`config.mk`:
```
export PLATFORM = sky130hd
export DESIGN_NAME = suma_c2_seg
export DESIGN_NICKNAME = d
export VERILOG_FILES = /design/src/rtl/suma_c2_seg.sv
export SDC_FILE = /design/constraint.sdc
export NUM_CORES = 1
export LEC_CHECK = 0
export BUFFER_PORTS_ARGS = -buffer_cell sky130_fd_sc_hd__buf_2
export CAP_MARGIN = 20
export CORE_MARGIN = 2
export CORE_UTILIZATION = 40
export CTS_BUF_LIST = sky130_fd_sc_hd__clkbuf_8
export DETAILED_ROUTE_END_ITERATION = 8
export PLACE_DENSITY = 0.64
export RECOVER_POWER = 50
export SYNTH_ARGS = -nofsm -noshare
export SYNTH_HDL_FRONTEND = slang
export SYNTH_SLANG_ARGS = --single-unit
```
`constraint.sdc`:
```
create_clock -name clk -period 14.7 [get_ports clk]
set_clock_uncertainty 0.1 [all_clocks]
set_input_delay 0.735 -clock clk [delete_from_list [all_inputs] [get_ports clk]]
set_output_delay 0.735 -clock clk [all_outputs]
set_load 0.005 [all_outputs]
```
`src/rtl/suma_c2_seg.sv`:
```
// suma_c2_seg: pipelined ANCHO-bit two's-complement add/sub split into ETAPAS carry segments with valid/ready stall; ports clk,rst,a,b,ci,op,in_valid -> in_ready; s,coutfin,ovf,out_valid <- out_ready; define SUMAC2_SAT_EN to saturate s on ovf
module suma_c2_seg #(
  parameter int ANCHO  = 64,
  parameter int ETAPAS = 4
) (
  input  logic             clk,
  input  logic             rst,
  input  logic [ANCHO-1:0] a,
  input  logic [ANCHO-1:0] b,
  input  logic             ci,
  input  logic             op,
  input  logic             in_valid,
  output logic             in_ready,
  output logic [ANCHO-1:0] s,
  output logic             coutfin,
  output logic             ovf,
  output logic             out_valid,
  input  logic             out_ready
);
  localparam int W = ANCHO / ETAPAS;
  logic [ETAPAS:0] v, c;
  logic [ANCHO-1:0] ra [0:ETAPAS-1];
  logic [ANCHO-1:0] rb [0:ETAPAS-1];
  logic [ANCHO-1:0] rs [1:ETAPAS];
  logic [ANCHO-1:0] nx [1:ETAPAS];
  logic [W:0] sm [1:ETAPAS];
  logic [ANCHO-1:0] fin;
  logic adv, sa, of_raw, ovf_q;
  assign adv = !v[ETAPAS] || out_ready;
  assign in_ready = adv;
  assign out_valid = v[ETAPAS];
  assign s = rs[ETAPAS];
  assign coutfin = c[ETAPAS];
  assign ovf = ovf_q;
  always_comb begin
    for (int k = 1; k <= ETAPAS; k++) begin
      sm[k] = {1'b0, ra[k-1][(k-1)*W +: W]} + {1'b0, rb[k-1][(k-1)*W +: W]} + {{W{1'b0}}, c[k-1]};
      nx[k] = '0;
    end
    for (int k = 2; k <= ETAPAS; k++) nx[k] = rs[k-1];
    for (int k = 1; k <= ETAPAS; k++) nx[k][(k-1)*W +: W] = sm[k][W-1:0];
    sa = ra[ETAPAS-1][ANCHO-1];
    of_raw = (sa == rb[ETAPAS-1][ANCHO-1]) && (nx[ETAPAS][ANCHO-1] != sa);
`ifdef SUMAC2_SAT_EN
    fin = of_raw ? {sa, {(ANCHO-1){!sa}}} : nx[ETAPAS];
`else
    fin = nx[ETAPAS];
`endif
  end
  // stage 0 only captures the conditioned operands; stage k resolves slice k-1
  always_ff @(posedge clk) begin
    if (rst) begin
      v <= '0;
      c <= '0;
      ovf_q <= 1'b0;
      for (int k = 0; k < ETAPAS; k++) begin
        ra[k] <= '0;
        rb[k] <= '0;
      end
      for (int k = 1; k <= ETAPAS; k++) rs[k] <= '0;
    end else if (adv) begin
      v <= {v[ETAPAS-1:0], in_valid};
      c[0] <= op ^ ci;
      ra[0] <= a;
      rb[0] <= op ? ~b : b;
      for (int k = 1; k <= ETAPAS; k++) c[k] <= sm[k][W];
      for (int k = 1; k < ETAPAS; k++) begin
        ra[k] <= ra[k-1];
        rb[k] <= rb[k-1];
        rs[k] <= nx[k];
      end
      rs[ETAPAS] <= fin;
      ovf_q <= of_raw;
    end
  end
endmodule

```
==> flow_summary.ini <==
[run_status]
status = finished with violations
violations = max-capacitance violations, max-slew violations

[critical_path]
max_stage_delay_ns = 2.43
worstSetupPathType = flip-flop to flip-flop
path_cells = nor2b_2 > clkbuf_1 > nand2b_1 > buf_4 > buf_4
crit_required_ns = 14.85
slowest_stage = nand2b_1
arrival_ns = 6.02
worstPathMaxFanout = 82
crit_family = simple AND/OR/NAND/NOR gates
cp.buffers_inverters = 3
start_kind = flip-flop
crit_path_frequent_cell = buf_4
end_kind = flip-flop

[routing]
dr.pass1.iters = 6
num_vias = 11700
drt-total-wl_um = 38200
routed_via_density = 4.68
drt_iter0_drc = 689
drc = 0
wl_per_cell_um = 15.3
postRouteAntennaNets = 0

[timing]
finalHoldViolations = 0
setup_violations = 0
worst_slew_pin_slew_ns = 4.09
rsz0062_at_grt = false
period_share = 0.399
fin_setup_tns_ns = 0
max_freq_mhz = 170
slew_headroom = -1.73
slew_violations = 490
min_period_ns = 5.87

[worst_hold_path]
min_path_type = input port to flip-flop

[cells_and_area]
stdcell_area_um2 = 24500
nFillCells = 4728
area_growth_syn_to_layout_pct = 15.1
final_cell_mix = edfxtp_1, and2_0, buf_2
drive_gt1_frac = 0.160
final_common_cell = edfxtp_1
nets = 1955

[grt]
grt_start_max_net_pins = 149
grt_usage = 0.138
antenna_found_initial = 1
gr-total-overflow = 0
first_global_vias = 11400
grt_pass1_wl_um = 60400

[cts]
cts-root-buf = clkbuf_8
cts_resized = 0
path_clk_slew_ns = 0.06
post_cts_buffers = 0
tritoncts = done
htree_levels = 3
clock_tree.buffer_depth = 3
numCtsBuffers = 83
clock_latency_ns = 0.65
cts.sinks = 491
ctsHoldBuffers = 0

[yosys]
synthesis.area_um2 = 21300
synth-edff-count = 480
synth_seq_area_share = 0.688
ys_ff_latch = 491
yosysWarnings = 0
syn_inst = 1519
syn-num-nets = 1721
synth_area_per_cell_um2 = 14.0
async_flop_share = 0
ys_types = 54
synth_flop_cell = edfxtp_1

[place]
place_hpwl_um = 24300
post_dp_cell_area_um2 = 23000
gp_congestion = 0.817
portBuffers = 201

[floorplan]
start_util = 0.405
pin_count = 202
core_area_um2 = 52600
die_area_um2 = 55100
fp.dieW_um = 235
row_count = 84
die_h_um = 235

[pwr]
leakage_nw = 10.3
power.density_nw_per_um2 = 120
ir_worst_vdd_uv = 58.0
power_mw = 2.94

[flow_run]
cap_violations = 5
path summary, 6_finish.rpt:
path | to | startpoint | cells past startpoint | slack (ns)
max | rb[0][24]$_SDFFCE_PN0P_ | v[4]$_SDFFE_PP0P_ | 5 | 8.83
min | ra[0][37]$_SDFFCE_PN0P_ | a[37] | 2 | 0.27
max reg2reg | rb[0][24]$_SDFFCE_PN0P_ | v[4]$_SDFFE_PP0P_ | 5 | 8.83
min reg2reg | v[3]$_SDFFE_PP0P_ | v[3]$_SDFFE_PP0P_ | 2 | 0.35
metrics by stage:
stage               setup WS [ns]  hold slack (ns)  instances   util
floorplan                    1.32            0.332       1519      -
global placement            10.41            0.337       2355  0.438
detailed placement          10.32            0.345       2355  0.438
CTS                         10.83            0.186       2503  0.467
global route                 8.36            0.222       2505  0.466
finish                       8.83            0.266       2505  0.466
synth_stat cells (3+ instances only):
cell | number | area, um^2
a211o_1 | 3 | 26.3
a211oi_1 | 21 | 158
a21boi_0 | 3 | 22.5
a21o_1 | 21 | 158
a21oi_1 | 44 | 220
a31oi_1 | 6 | 37.5
and2_1 | 364 | 2280
and3_1 | 3 | 18.8
buf_1 | 7 | 26.3
clkbuf_1 | 55 | 206
dfxtp_1 | 11 | 220
edfxtp_1 | 480 | 14400
fa_1 | 8 | 160
ha_1 | 60 | 751
inv_1 | 11 | 41.3
mux2i_1 | 8 | 80.1
nand2_1 | 27 | 101
nand2b_1 | 3 | 18.8
nand4_1 | 9 | 56.3
nor2_1 | 148 | 556
nor2b_1 | 6 | 37.5
nor3_1 | 21 | 105
nor3b_1 | 4 | 30.0
o21a_1 | 13 | 97.6
o21ai_0 | 35 | 175
o21bai_1 | 4 | 30.0
or3_1 | 4 | 25.0
xnor2_1 | 83 | 727
xor2_1 | 22 | 193
registers in the layout, summed over array words and instances (netlist names):
signal,flops
v,5
rs,160
rb,160
c,5
ovf,1
ra,160
cells by family after synthesis:
group,Yosys count,share of synthesized area
compound gates,176,0.0549
xor+xnor,105,0.0432
fa+ha+maj,68,0.0428
buf+inv,76,0.0144
flops,491,0.688
mux,8,0.00376
simple gates,595,0.153
report_power, final:
part	switching, mW	leakage, nW	internal, mW
clock	0.517	0.949	0.619
sequential	0.0202	5.82	1.61
combinational	0.0957	3.53	0.0796
total	0.633	10.3	2.31
cell type report:
cell class	count	area [um^2]	share of cell area
inverter	11	41.3	0.00169
antenna	1	2.50	0.000102
sequential	491	14600	0.597
clock buffer	88	1210	0.0495
tap	688	861	0.0351
timing repair buffer	214	1050	0.0431
multi-input combinational	952	6350	0.259
clock inverter	60	340	0.0139
layer usage:
layer / global-route usage / vias to the layer above / wire [um]
li1: - / 5883 / -
met1: 0.172 / 5543 / 16500
met2: 0.232 / 242 / 19200
met3: 0.0322 / 49 / 1800
met4: 0.0524 / 0 / 779
met5: 0 / - / 0
No activity file was read; power rests on OpenSTA's default activity.
